<file path="config.mk">
export PLATFORM = sky130hd
export DESIGN_NAME = multicycle_ctrl_flat
export DESIGN_NICKNAME = d
export VERILOG_FILES = /design/src/rtl/multicycle_ctrl_if.sv /design/src/rtl/multicycle_ctrl.sv /design/src/flat_wrapper.sv
export SDC_FILE = /design/constraint.sdc
export NUM_CORES = 1
export LEC_CHECK = 0
export ABC_AREA = 1
export CORE_ASPECT_RATIO = 1.25
export CORE_MARGIN = 2
export CORE_UTILIZATION = 30
export CTS_CLUSTER_DIAMETER = 30
export DETAILED_ROUTE_END_ITERATION = 8
export PLACE_DENSITY_LB_ADDON = 0.25
export SLEW_MARGIN = 10
export SYNTH_ARGS = -nofsm -noshare
export SYNTH_HDL_FRONTEND = slang
export SYNTH_SLANG_ARGS = --single-unit
</file>
<file path="constraint.sdc">
create_clock -name clk -period 1.19 [get_ports clk]
set_input_delay 0.1785 -clock clk [delete_from_list [all_inputs] [get_ports clk]]
set_output_delay 0.1785 -clock clk [all_outputs]
set_load 0.02 [all_outputs]
</file>
<file path="src/rtl/multicycle_ctrl_if.sv">
// Memory handshake bundle between the multi-cycle control FSM and the shared
// instruction/data memory: request, completion, address select and direction.
interface multicycle_ctrl_if;
  logic mem_req;
  logic mem_ready;
  logic IorD;
  logic MemRead;
  logic MemWrite;

  modport master (
    output mem_req,
    output IorD,
    output MemRead,
    output MemWrite,
    input  mem_ready
  );

  modport slave (
    input  mem_req,
    input  IorD,
    input  MemRead,
    input  MemWrite,
    output mem_ready
  );
endinterface

</file>
<file path="src/rtl/multicycle_ctrl.sv">
// Multi-cycle LEGv8 control FSM (LDUR/STUR/CBZ/ADD/SUB/AND/ORR) with memory wait timeout.
// Optional performance counters cycle_cnt/instr_cnt are enabled by defining MULTICYCLE_PERF_EN.
module multicycle_ctrl #(
  parameter int TIMEOUT = 16
`ifdef MULTICYCLE_PERF_EN
  , parameter int CNT_W = 32
`endif
) (
  input  logic               clk,
  input  logic               reset,
  multicycle_ctrl_if.master  mem,
  input  logic [10:0]        Op,
  input  logic               Zero,
  output logic               IRWrite,
  output logic               PCWrite,
  output logic               PCSrc,
  output logic               Reg2Loc,
  output logic               ALUSrcA,
  output logic [1:0]         ALUSrcB,
  output logic [1:0]         ALUOp,
  output logic               MemtoReg,
  output logic               RegWrite,
  output logic               error,
  output logic [3:0]         state
`ifdef MULTICYCLE_PERF_EN
  , output logic [CNT_W-1:0] cycle_cnt
  , output logic [CNT_W-1:0] instr_cnt
`endif
);

  typedef enum logic [3:0] {
    S_FETCH  = 4'd0,
    S_DECODE = 4'd1,
    S_MEMADR = 4'd2,
    S_MEMRD  = 4'd3,
    S_MEMWB  = 4'd4,
    S_MEMWR  = 4'd5,
    S_EXEC   = 4'd6,
    S_ALUWB  = 4'd7,
    S_BRANCH = 4'd8,
    S_ERROR  = 4'd9
  } state_t;

  localparam int TW = (TIMEOUT > 1) ? $clog2(TIMEOUT) : 1;

  state_t        state_reg;
  logic [TW-1:0] tmo_cnt_reg;
  logic          ready;
  logic          tmo_hit;
  logic          op_ldur, op_stur, op_cbz, op_rfmt;

  // Gating by reset keeps IRWrite/PCWrite low while the FSM is held in FETCH.
  assign ready   = mem.mem_ready & reset;
  assign tmo_hit = (TIMEOUT != 0) && (tmo_cnt_reg == TW'(TIMEOUT - 1)) && !ready;

  assign op_ldur = (Op == 11'b11111000010);
  assign op_stur = (Op == 11'b11111000000);
  assign op_cbz  = (Op[10:3] == 8'b10110100);
  assign op_rfmt = (Op == 11'b10001011000) || (Op == 11'b11001011000) ||
                   (Op == 11'b10001010000) || (Op == 11'b10101010000);

  always_ff @(posedge clk or negedge reset) begin
    if (!reset) begin
      state_reg   <= S_FETCH;
      tmo_cnt_reg <= '0;
    end else begin
      // Any exit from a wait state leaves the counter cleared for the next one.
      tmo_cnt_reg <= '0;
      case (state_reg)
        S_FETCH, S_MEMRD, S_MEMWR: begin
          if (ready) begin
            state_reg <= (state_reg == S_FETCH) ? S_DECODE :
                         (state_reg == S_MEMRD) ? S_MEMWB : S_FETCH;
          end else if (tmo_hit) begin
            state_reg <= S_ERROR;
          end else begin
            tmo_cnt_reg <= tmo_cnt_reg + 1'b1;
          end
        end
        S_DECODE: begin
          if (op_ldur || op_stur) state_reg <= S_MEMADR;
          else if (op_cbz)        state_reg <= S_BRANCH;
          else if (op_rfmt)       state_reg <= S_EXEC;
          else                    state_reg <= S_ERROR;
        end
        S_MEMADR: state_reg <= op_ldur ? S_MEMRD : S_MEMWR;
        S_EXEC:   state_reg <= S_ALUWB;
        S_MEMWB, S_ALUWB, S_BRANCH: state_reg <= S_FETCH;
        S_ERROR:  state_reg <= S_ERROR;
        default:  state_reg <= S_ERROR;
      endcase
    end
  end

  always_comb begin
    mem.mem_req  = 1'b0;
    mem.IorD     = 1'b0;
    mem.MemRead  = 1'b0;
    mem.MemWrite = 1'b0;
    IRWrite      = 1'b0;
    PCWrite      = 1'b0;
    PCSrc        = 1'b0;
    ALUSrcA      = 1'b0;
    ALUSrcB      = 2'b00;
    ALUOp        = 2'b00;
    MemtoReg     = 1'b0;
    RegWrite     = 1'b0;
    error        = 1'b0;
    Reg2Loc      = (state_reg != S_FETCH) && (state_reg != S_ERROR) && (op_stur || op_cbz);
    case (state_reg)
      S_FETCH: begin
        mem.mem_req = 1'b1;
        mem.MemRead = 1'b1;
        ALUSrcB     = 2'b01;
        IRWrite     = ready;
        PCWrite     = ready;
      end
      S_DECODE: ALUSrcB = 2'b11;
      S_MEMADR: begin
        ALUSrcA = 1'b1;
        ALUSrcB = 2'b10;
      end
      S_MEMRD: begin
        mem.mem_req = 1'b1;
        mem.MemRead = 1'b1;
        mem.IorD    = 1'b1;
      end
      S_MEMWB: begin
        RegWrite = 1'b1;
        MemtoReg = 1'b1;
      end
      S_MEMWR: begin
        mem.mem_req  = 1'b1;
        mem.MemWrite = 1'b1;
        mem.IorD     = 1'b1;
      end
      S_EXEC: begin
        ALUSrcA = 1'b1;
        ALUOp   = 2'b10;
      end
      S_ALUWB: RegWrite = 1'b1;
      S_BRANCH: begin
        ALUSrcA = 1'b1;
        ALUOp   = 2'b01;
        PCSrc   = 1'b1;
        PCWrite = Zero;
      end
      S_ERROR: error = 1'b1;
      default: error = 1'b1;
    endcase
  end

  assign state = state_reg;

`ifdef MULTICYCLE_PERF_EN
  logic [CNT_W-1:0] cycle_cnt_reg;
  logic [CNT_W-1:0] instr_cnt_reg;
  logic             retire;

  assign retire = (state_reg == S_MEMWB) || (state_reg == S_ALUWB) ||
                  (state_reg == S_BRANCH) || ((state_reg == S_MEMWR) && ready);

  always_ff @(posedge clk or negedge reset) begin
    if (!reset) begin
      cycle_cnt_reg <= '0;
      instr_cnt_reg <= '0;
    end else begin
      if (state_reg != S_ERROR) cycle_cnt_reg <= cycle_cnt_reg + 1'b1;
      if (retire)               instr_cnt_reg <= instr_cnt_reg + 1'b1;
    end
  end

  assign cycle_cnt = cycle_cnt_reg;
  assign instr_cnt = instr_cnt_reg;
`endif

endmodule

</file>
<file path="src/flat_wrapper.sv">
// flat-port wrapper written by rule: the top's interface ports become plain ports
module multicycle_ctrl_flat 
#(
  parameter int TIMEOUT = 16

)
  (clk, reset, Op, Zero, IRWrite, PCWrite, PCSrc, Reg2Loc, ALUSrcA, ALUSrcB, ALUOp, MemtoReg, RegWrite, error, state, mem_mem_req, mem_IorD, mem_MemRead, mem_MemWrite, mem_mem_ready);
  multicycle_ctrl_if mem_i ();
  input  logic clk;
  input  logic reset;
  input  logic [10:0] Op;
  input  logic Zero;
  output logic IRWrite;
  output logic PCWrite;
  output logic PCSrc;
  output logic Reg2Loc;
  output logic ALUSrcA;
  output logic [1:0] ALUSrcB;
  output logic [1:0] ALUOp;
  output logic MemtoReg;
  output logic RegWrite;
  output logic error;
  output logic [3:0] state;
  output wire logic [$bits(mem_i.mem_req)-1:0] mem_mem_req;
  output wire logic [$bits(mem_i.IorD)-1:0] mem_IorD;
  output wire logic [$bits(mem_i.MemRead)-1:0] mem_MemRead;
  output wire logic [$bits(mem_i.MemWrite)-1:0] mem_MemWrite;
  input wire logic [$bits(mem_i.mem_ready)-1:0] mem_mem_ready;
  assign mem_mem_req = mem_i.mem_req;
  assign mem_IorD = mem_i.IorD;
  assign mem_MemRead = mem_i.MemRead;
  assign mem_MemWrite = mem_i.MemWrite;
  assign mem_i.mem_ready = mem_mem_ready;
  multicycle_ctrl #(.TIMEOUT(TIMEOUT)) u_core (.clk(clk), .reset(reset), .mem(mem_i), .Op(Op), .Zero(Zero), .IRWrite(IRWrite), .PCWrite(PCWrite), .PCSrc(PCSrc), .Reg2Loc(Reg2Loc), .ALUSrcA(ALUSrcA), .ALUSrcB(ALUSrcB), .ALUOp(ALUOp), .MemtoReg(MemtoReg), .RegWrite(RegWrite), .error(error), .state(state));
endmodule
</file>
==> results of run 1 <==
[per-layer routing]
layer | up-vias | share of wire, % | GRT usage (%)
met5 | - | 0 | 0
met4 | 0 | 1.2 | 3.57
met3 | 4 | 3.5 | 1.90
met2 | 35 | 60 | 39.9
met1 | 496 | 35 | 22.5
li1 | 521 | - | -
[per-stage QoR]
step                utilization, %  setup TNS [ns]  area (um2)  hold WS, ns  cells
floorplan                        -           -1.61         748       -0.117    110
global placement              62.9          -11.01        1380        0.508    208
detailed placement            62.9          -11.59        1380        0.517    208
CTS                           71.0           -6.10        1550        0.259    220
global route                  77.2           -8.57        1690        0.257    226
finish                        77.2           -7.27        1690        0.253    226
[critical path: stages (launching register included)]
cell and delay, ns:
dfrtp_2 0.44, nor2_4 0.21, inv_2 0.08, nor3_4 0.16, nand2_1 0.10, o21ai_2 0.07, buf_6 0.13
[Yosys cell counts]
master,number,area [um2]
inv_1,19,71.3
nand2_4,2,22.5
nand3_4,1,17.5
nor2_2,2,12.5
nand3b_1,1,7.51
nor3_1,3,15.0
nand2_1,22,82.6
or2_2,1,6.26
nor2_4,1,11.3
xnor2_1,1,8.76
nor2_1,24,90.1
dfrtp_1,8,200
nand3_1,8,40.0
o21ai_0,3,15.0
nand2_2,1,6.26
a21oi_1,6,30.0
ha_1,1,12.5
xor2_1,1,8.76
nor4_1,1,6.26
inv_2,1,3.75
nand4_1,2,12.5
a31oi_1,1,6.26
[worst min-delay path by stage]
stage                                       end  slack (ns)
after floorplan                 u_core.state[0]       -0.12
after global placement    u_core.tmo_cnt_reg[2]        0.51
after detailed placement  u_core.tmo_cnt_reg[2]        0.52
after CTS                       u_core.state[0]        0.26
after global routing            u_core.state[0]        0.26
final                           u_core.state[2]        0.25
[where the power goes]
| part | leakage [nW] | internal (mW) | switching (mW) |
|---|---|---|---|
| combinational | 0.730 | 1.16 | 1.14 |
| clock | 0.0150 | 0.128 | 0.0947 |
| sequential | 0.101 | 0.331 | 0.0662 |
| total | 0.846 | 1.62 | 1.31 |
[layout make-up]
type	instances	share of cell area [%]
timing repair buffer	81	43.9
multi-input combinational	82	35.3
sequential	8	12.1
inverter	20	4.74
tap	31	2.30
clock buffer	4	1.56
[what timing repair did]
action / CTS / global route
setup endpoints to repair: 28 / 28
gates resized for setup: 150 / 27
setup buffers: 9 / 6
pin swaps: 20 / 9
endpoints found under the hold margin: 0 / 0
[cell families (layout without fill, tap and decap cells)]
family	Yosys count	in the layout	share of synthesized area [%]
and+or+nand+nor	69	69	48.1
buffers and inverters	20	105	10.9
AOI/OAI and AO/OA	10	10	7.47
DFF	8	8	29.1
xor gates and xnor gates	2	2	2.55
adders and majority gates	1	1	1.82
==> impl_metrics.json, run 1 <==
{
  "worst_slack_ns": -0.415,
  "first_iter_violations": 13,
  "die_y_um": 57.5,
  "cts.sinks": 8,
  "n_fill_cell": 161,
  "synth_warnings": 0,
  "r2r_slack_ns": -0.34,
  "diodes": 0,
  "timing.final.crit_share_pct": 135,
  "crit_end": "PCWrite",
  "drive_above_1_share_pct": 60.0,
  "crit-reg2reg-launch": "u_core.state[3]",
  "grt_pass1_wl_mm": 4.12,
  "maxCapViolCount": 0,
  "totalWireLength_mm": 2.68,
  "ant_nets": 0,
  "wl_per_cell_um": 11.9,
  "fin_skew_ns": 0.00351,
  "worst_pin_slew_ns": 0.223,
  "num_rows": 19,
  "first_global_vias": 1018,
  "tritoncts": "built",
  "overflow": 0,
  "synthesis.area_um2": 687,
  "regArea_um2": 205,
  "fin_crit_ns": 1.61,
  "die_area_um2": 2690,
  "yosysUniqueCellTypes": 22,
  "path_class": "flip-flop to output port",
  "failed_checks": "negative setup slack",
  "synthToLayoutAreaGrowth_pct": 146,
  "crit_arrival_ns": 1.43,
  "track_usage_pct": 20.4,
  "critical_path.startpoint": "u_core.state[0]",
  "design.core.area_um2": 2190,
  "syn_inst": 110,
  "ios": 35,
  "nets": 212,
  "setup_viol_count_final": 25,
  "status": "complete, but fails checks",
  "hold_class": "input port to async pin",
  "dr.pass1.iters": 4,
  "start_kind": "flip-flop",
  "hold_violations": 0,
  "drc": 0,
  "max-vdd-ir-drop_v": 0.00112,
  "yosysSeqAreaShare_pct": 29.1,
  "p_per_area_nw_per_um2": 1730,
  "antenna_found_initial": 0,
  "rsz0062_at_grt": "yes",
  "cts_max_path_buffers": 2,
  "die_w_um": 46.8,
  "clk_latency_ns": 0.25,
  "numPortBuffers": 34,
  "mostFrequentLayoutCells": "buf_4, buf_6, nand2_1",
  "timing.rr.end": "u_core.state[0]",
  "reg2reg_depth": 10,
  "multi_input_area_um2": 597,
  "slew_viol_final": 0,
  "power_leakage_nw": 0.846,
  "root_buffer": "clkbuf_4",
  "initial_utilization_pct": 31.4,
  "via_per_inst": 4.67,
  "ctsHoldBuffers": 0,
  "place_worst_setup_slack_ns": -0.974,
  "grt_max_degree": 10,
  "hpwl_mm": 1.83,
  "syn_area_per_cell_um2": 6.24,
  "ys_ff_latch": 8,
  "total_power_mw": 2.92,
  "final_common_cell": "buf_4",
  "cts_buffers": 3,
  "h-tree-depth": 1,
  "syn_nets": 126,
  "path_clk_slew_ns": 0.06,
  "path_max_fanout": 4,
  "relSlewSlack_pct": 85.0,
  "cp-end-kind": "output port",
  "max_freq_mhz": 623,
  "vias": 1056,
  "place_congestion": 0.767,
  "worstPathRequired_ns": 1.01
}
No activity file was read; power rests on OpenSTA's default activity.
==> inputs of run 2 (changes only) <==
--- a/config.mk
+++ b/config.mk
@@ -6,9 +6,8 @@
 export NUM_CORES = 1
 export LEC_CHECK = 0
 export ABC_AREA = 1
-export CORE_ASPECT_RATIO = 1.25
 export CORE_MARGIN = 2
-export CORE_UTILIZATION = 30
+export CORE_UTILIZATION = 35
 export CTS_CLUSTER_DIAMETER = 30
 export DETAILED_ROUTE_END_ITERATION = 8
 export PLACE_DENSITY_LB_ADDON = 0.25
==> run 2 against run 1 <==
The run still ends with negative setup slack left. First-iteration DRC count grew to 4.2 times the previous value. Flip-flop and latch count stayed put. Clock-buffer cell count unchanged. Setup slack got worse by 0.059 ns. Cell area shrank 0.52%. Final cell count shrank 1.3%. Core utilization is 11 points higher. Wire length is 49% higher.
==> impl_metrics.json, run 2 (same netlist as run 1, synthesis figures left out) <==
{
  "status": "complete, but fails checks",
  "failed_checks": "negative setup slack",
  "totalWireLength_mm": 4.00,
  "reg2reg_depth": 10,
  "cts_buffers": 3,
  "grt_max_degree": 10,
  "numPortBuffers": 34,
  "crit-reg2reg-launch": "u_core.state[0]",
  "cts_max_path_buffers": 2,
  "dr.pass1.iters": 4,
  "slew_viol_final": 0,
  "first_iter_violations": 55,
  "die_area_um2": 2330,
  "hpwl_mm": 1.83,
  "hold_violations": 0,
  "p_per_area_nw_per_um2": 1830,
  "total_power_mw": 3.08,
  "ant_nets": 0,
  "die_y_um": 48.3,
  "crit_arrival_ns": 1.82,
  "path_class": "flip-flop to flip-flop",
  "worst_slack_ns": -0.475,
  "final_common_cell": "buf_4",
  "fin_skew_ns": 0.0177,
  "vias": 1201,
  "hold_class": "input port to async pin",
  "maxCapViolCount": 0,
  "max_freq_mhz": 601,
  "crit_end": "u_core.state[0]",
  "timing.final.crit_share_pct": 140,
  "start_kind": "flip-flop",
  "diodes": 0,
  "timing.rr.end": "u_core.state[0]",
  "mostFrequentLayoutCells": "buf_4, buf_6, nand2_1",
  "worstPathRequired_ns": 1.35,
  "antenna_found_initial": 0,
  "synthToLayoutAreaGrowth_pct": 145,
  "cp-end-kind": "flip-flop",
  "tritoncts": "built",
  "ios": 35,
  "root_buffer": "clkbuf_4",
  "final.setup.tns_ns": -9.08,
  "rsz0062_at_grt": "yes",
  "first_global_vias": 1197,
  "grt_pass1_wl_mm": 5.40,
  "final_util_pct": 88.4,
  "drc": 0,
  "path_max_fanout": 3,
  "num_rows": 16,
  "die_w_um": 48.3,
  "overflow": 0,
  "place_congestion": 0.763,
  "nets": 213,
  "design.core.area_um2": 1900,
  "track_usage_pct": 29.9,
  "clk_latency_ns": 0.26,
  "wl_per_cell_um": 17.9,
  "worst_pin_slew_ns": 0.290,
  "critical_path.startpoint": "u_core.state[0]",
  "relSlewSlack_pct": 80.5,
  "place_worst_setup_slack_ns": -0.961,
  "setup_viol_count_final": 27,
  "power_leakage_nw": 0.843,
  "fin_crit_ns": 1.66,
  "via_per_inst": 5.39,
  "drive_above_1_share_pct": 61.7,
  "initial_utilization_pct": 36.1,
  "n_fill_cell": 95,
  "path_clk_slew_ns": 0.07,
  "max-vdd-ir-drop_v": 0.00154,
  "cts.sinks": 8,
  "r2r_slack_ns": -0.47,
  "h-tree-depth": 1
}
-- run 2: layer usage --
| layer | wire length (um) | vias up | part of all wire (%) | global-route usage, % |
|---|---|---|---|---|
| met5 | 0 | - | 0 | 0 |
| met4 | 270 | 0 | 6.8 | 18.1 |
| met3 | 339 | 29 | 8.5 | 6.17 |
| met2 | 2030 | 95 | 51 | 53.2 |
| met1 | 1360 | 558 | 34 | 32.4 |
| li1 | - | 519 | - | - |
-- run 2: timing repair --
item | CTS | global route
buffers inserted | 16 | 5
pin swaps | 16 | 12
endpoints found under the setup margin | 28 | 28
gates resized for setup | 155 | 27
endpoints found under the hold margin | 0 | 0
hold buffers | 0 | 0
-- run 2: layout make-up --
type	instances	area, um2	area share [%]
Clock buffer	4	26.3	1.56
Inverter	20	87.6	5.21
Multi-Input combinational cell	82	584	34.8
Sequential cell	8	205	12.2
Tap cell	27	33.8	2.01
Timing Repair Buffer	82	743	44.2
-- run 2: where the power goes --
group	total (mW)	internal, mW	switching [mW]
logic	2.42	1.18	1.24
registers	0.421	0.331	0.0901
clock network	0.237	0.129	0.108
total	3.08	1.64	1.44
-- run 2: worst min path at each step --
stage	to	slack, ns	cells after the start	startpoint
final	u_core.state[0]	0.25	2	reset
after global routing	u_core.state[0]	0.25	2	reset
after CTS	u_core.state[3]	0.22	2	reset
after detailed placement	u_core.tmo_cnt_reg[2]	0.50	2	reset
after global placement	u_core.tmo_cnt_reg[2]	0.50	2	reset
after floorplan	u_core.state[0]	-0.12	0	reset
-- run 2: stage by stage --
step | hold WS, ns | cell area [um2] | std cells
2_1_floorplan | -0.117 | 748 | 110
3_3_place_gp | 0.501 | 1340 | 200
3_5_place_dp | 0.498 | 1340 | 200
4_1_cts | 0.225 | 1560 | 219
5_1_grt | 0.249 | 1680 | 223
6_report | 0.246 | 1680 | 223
-- run 2: critical path: stages, from the launching register on --
cell     delay, ns
dfrtp_2       0.46
buf_4         0.16
nand2_4       0.07
inv_4         0.05
nand2_4       0.09
nand3_4       0.08
buf_6         0.13
a21oi_2       0.18
nand3_1       0.15
nand2_1       0.12
inv_1         0.05
==> inputs of run 3 (changes only) <==
--- a/config.mk
+++ b/config.mk
@@ -10,7 +10,9 @@
 export CORE_UTILIZATION = 35
 export CTS_CLUSTER_DIAMETER = 30
 export DETAILED_ROUTE_END_ITERATION = 8
+export MAX_ROUTING_LAYER = met4
 export PLACE_DENSITY_LB_ADDON = 0.25
+export SKIP_CTS_REPAIR_TIMING = 1
 export SLEW_MARGIN = 10
 export SYNTH_ARGS = -nofsm -noshare
 export SYNTH_HDL_FRONTEND = slang
==> run 3 against run 2 <==
The run still ends with negative setup slack left. Die area unchanged. Clock power down 3%. Setup slack improved by 0.055 ns. Largest power group unchanged.
==> impl_metrics.json, run 3 (same netlist as run 1, synthesis figures left out) <==
{
  "status": "complete, but fails checks",
  "failed_checks": "negative setup slack",
  "hpwl_mm": 1.83,
  "final.setup.tns_ns": -7.67,
  "timing.final.crit_share_pct": 135,
  "maxCapViolCount": 0,
  "max_freq_mhz": 621,
  "nets": 201,
  "root_buffer": "clkbuf_4",
  "drc": 0,
  "mostFrequentLayoutCells": "buf_4, nand2_1, buf_6",
  "path_max_fanout": 3,
  "overflow": 0,
  "grt_pass1_wl_mm": 3.66,
  "cts_max_path_buffers": 2,
  "seqPwrFrac_pct": 15.7,
  "rsz0062_at_grt": "yes",
  "worst_slack_ns": -0.420,
  "max-vdd-ir-drop_v": 0.00108,
  "place_congestion": 0.774,
  "die_y_um": 48.3,
  "pwr-share-comb_pct": 75.7,
  "intPower_mw": 1.44,
  "design.core.area_um2": 1900,
  "netSwitchingFraction_pct": 45.6,
  "ios": 35,
  "path_clk_slew_ns": 0.06,
  "antenna_found_initial": 0,
  "p_clk_share_pct": 8.7,
  "clk_latency_ns": 0.26,
  "p_per_area_nw_per_um2": 1740,
  "numPortBuffers": 34,
  "grt_max_degree": 10,
  "slew_viol_final": 0,
  "cts.sinks": 8,
  "start_kind": "flip-flop",
  "synthToLayoutAreaGrowth_pct": 121,
  "cts_buffers": 3,
  "hold_class": "input port to async pin",
  "via_per_inst": 4.92,
  "first_iter_violations": 12,
  "relSlewSlack_pct": 77.4,
  "setup_viol_count_final": 25,
  "p_switching_mw": 1.21,
  "drive_above_1_share_pct": 54.3,
  "ant_nets": 0,
  "num_rows": 16,
  "crit_arrival_ns": 1.43,
  "hold_violations": 0,
  "die_w_um": 48.3,
  "final_common_cell": "buf_4",
  "h-tree-depth": 1,
  "worstPathRequired_ns": 1.01,
  "power_leakage_nw": 0.833,
  "diodes": 0,
  "vias": 1039,
  "wl_per_cell_um": 13.7,
  "placed_area_um2": 1340,
  "path_class": "flip-flop to output port",
  "dr.pass1.iters": 4,
  "track_usage_pct": 20.1,
  "initial_utilization_pct": 36.1,
  "die_area_um2": 2330,
  "worst_pin_slew_ns": 0.336,
  "stdcell_area_um2": 1520,
  "totalWireLength_mm": 2.90,
  "first_global_vias": 962,
  "tritoncts": "built",
  "cp-end-kind": "output port",
  "fin_skew_ns": 0.00767,
  "fin_crit_ns": 1.61
}
==> run 3: path summary, 6_finish.rpt <==
path / slack, ns / endpoint / start / cells after the start
max: -0.42 / PCWrite / u_core.state[0] / 6
min: 0.24 / u_core.state[3] / reset / 2
max reg2reg: -0.37 / u_core.state[0] / u_core.state[3] / 9
min reg2reg: 0.57 / u_core.tmo_cnt_reg[0] / u_core.tmo_cnt_reg[0] / 2
max in group asynchronous: 0.80 / u_core.state[2] / reset / 2
min in group clk: 0.47 / u_core.state[3] / Op[7] / 7
==> run 3: layer usage <==
metal	up-vias	part of all wire [%]	track usage, %
li1	495	-	-
met5	-	0	-
met3	16	4.8	2.78
met2	49	53	39.4
met1	479	37	19.8
met4	0	5.5	8.10
==> run 3: layout make-up <==
type                            instances  area [um2]
Fill cell                             125         380
Sequential cell                         8         205
Tap cell                               27        33.8
Clock buffer                            4        26.3
Timing Repair Buffer                   70         647
Multi-Input combinational cell         82         529
Inverter                               20        80.1
==> run 3: stage by stage <==
step / total power [mW] / std cells / hold WS (ns) / util [%] / worst slack, ns
after floorplan: 1.21 / 110 / -0.117 / - / -0.221
after global placement: 1.99 / 200 / 0.501 / 70.5 / -0.901
after detailed placement: 2.03 / 200 / 0.498 / 70.5 / -0.961
after CTS: 2.25 / 204 / 0.225 / 71.8 / -0.960
after global routing: 2.81 / 211 / 0.254 / 80.0 / -0.513
final: 2.64 / 211 / 0.244 / 80.0 / -0.420
==> run 3: power groups by stage <==
stage | Clock [mW] | Combinational [mW] | Sequential [mW]
after floorplan | 0 | 0.762 | 0.450
after global placement | 0 | 1.58 | 0.410
after detailed placement | 0 | 1.61 | 0.415
after CTS | 0.227 | 1.62 | 0.411
after global routing | 0.252 | 2.14 | 0.420
final | 0.229 | 2.00 | 0.415
==> run 3: worst max-delay path: stages (launching register included) <==
cell     delay (ns)
dfrtp_2        0.45
nor2_4         0.14
inv_2          0.08
nor3_4         0.20
nand2_1        0.10
o21ai_2        0.07
buf_6          0.13
==> patch: new RTL, settings of run 1 <==
`TIMEOUT` is set to 16 in 2 places; all go to 8.
--- a/src/rtl/multicycle_ctrl.sv
+++ b/src/rtl/multicycle_ctrl.sv
@@ -3,3 +3,3 @@
 module multicycle_ctrl #(
-  parameter int TIMEOUT = 16
+  parameter int TIMEOUT = 8
 `ifdef MULTICYCLE_PERF_EN
--- a/src/flat_wrapper.sv
+++ b/src/flat_wrapper.sv
@@ -3,3 +3,3 @@
 #(
-  parameter int TIMEOUT = 16
+  parameter int TIMEOUT = 8
 
Formal check against the unedited RTL: not equivalent (Yosys sat finds a counterexample within 10 cycles, from zero or initial values and one cycle with reset low).
==> patch against run 1 <==
  * The flow still finishes with violations (setup timing)
  * Setup slack improved by 0.053 ns
  * Critical path depth unchanged
  * Synthesized cell count increased by 11%
  * Design area shrank 3.1%
  * Sequential cell count is 1 lower
  * Non-clock buffer count down 9
  * Sequential share of layout area fell by 1.1 points
  * Routed wire length up 3.1%
  * Area after synthesis up 6.4%
  * Final cell count increased by 1.8%
  * Count of clock-buffer cells in the layout unchanged
  * Via count shrank 1.9%
Power is left out: it rests on default switching activity, and per cell area and clock period it moved more than threefold.
==> patch: results (changes against run 1) <==
[run_status]
outcome = complete, but fails checks  ; unchanged
violations = setup timing  ; unchanged

[synthesis]
syn-num-nets = 139  ; was 126
synth-adder-area-share = 0.0342  ; was 0.0182
synth-xor-area-share = 0  ; was 0.0255
yosys_register_bits = 7  ; was 8
ys_seq_area_frac = 0.240  ; was 0.291
synthTopCellsByArea = dfrtp_1 24%, nand2_1 15%, nor2_1 12%  ; was dfrtp_1 29%, nor2_1 13%, nand2_1 12%
synthDistinctLibCells = 21  ; was 22

[final_layout]
inverters = 23  ; was 20
fillers = 179  ; was 161
nets = 215  ; was 212

[detailed_routing]
drt_iter0_markers = 17  ; was 13
routedLengthMet1_um = 873  ; was 943 um

[timing]
setup_viol = 24  ; was 25
fin_ws_ns = -0.363  ; was -0.415 ns
tightest_slew_ns = 0.329  ; was 0.223 ns

[global_route]
gr-usage-met2 = 0.415  ; was 0.399
use_met3 = 0.0305  ; was 0.0190
use_met1 = 0.159  ; was 0.225
grt_start_max_net_pins = 8  ; was 10
track_usage = 0.201  ; was 0.204

[worst_setup_path]
slowest_delay_ns = 0.46  ; was 0.44 ns
arrival_ns = 1.37  ; was 1.43 ns
cp_top_family = flip-flops  ; was simple AND/OR/NAND/NOR gates

[placed_design]
globalplace.congestion = 0.866  ; was 0.767
place_ws_ns = -0.887  ; was -0.974 ns

-- patch: changes by cell type after synthesis, moves of 2 or more --
cell | run 1 | this run
nand2_2 | 1 | 3
a21oi_1 | 6 | 3
inv_2 | 1 | 3
nand2_1 | 22 | 29
nor2_2 | 2 | 4
nor3_1 | 3 | 5
-- patch: per-stage QoR --
| step | std cells | hold slack, ns | TNS, ns | area (sq um) | utilization |
|---|---|---|---|---|---|
| floorplan | 122 | -0.117 | -2.24 | 801 | - |
| global placement | 216 | 0.421 | -10.44 | 1380 | 0.581 |
| detailed placement | 216 | 0.430 | -11.19 | 1380 | 0.581 |
| CTS | 228 | 0.293 | -6.49 | 1550 | 0.652 |
| global route | 230 | 0.297 | -8.15 | 1640 | 0.688 |
| finish | 230 | 0.309 | -6.75 | 1640 | 0.688 |
-- patch: timing repair --
| action | in CTS | in global routing |
|---|---|---|
| resized for setup | 135 | 22 |
| setup endpoints to repair | 27 | 26 |
| pin swaps | 12 | 5 |
| setup buffers | 9 | 2 |
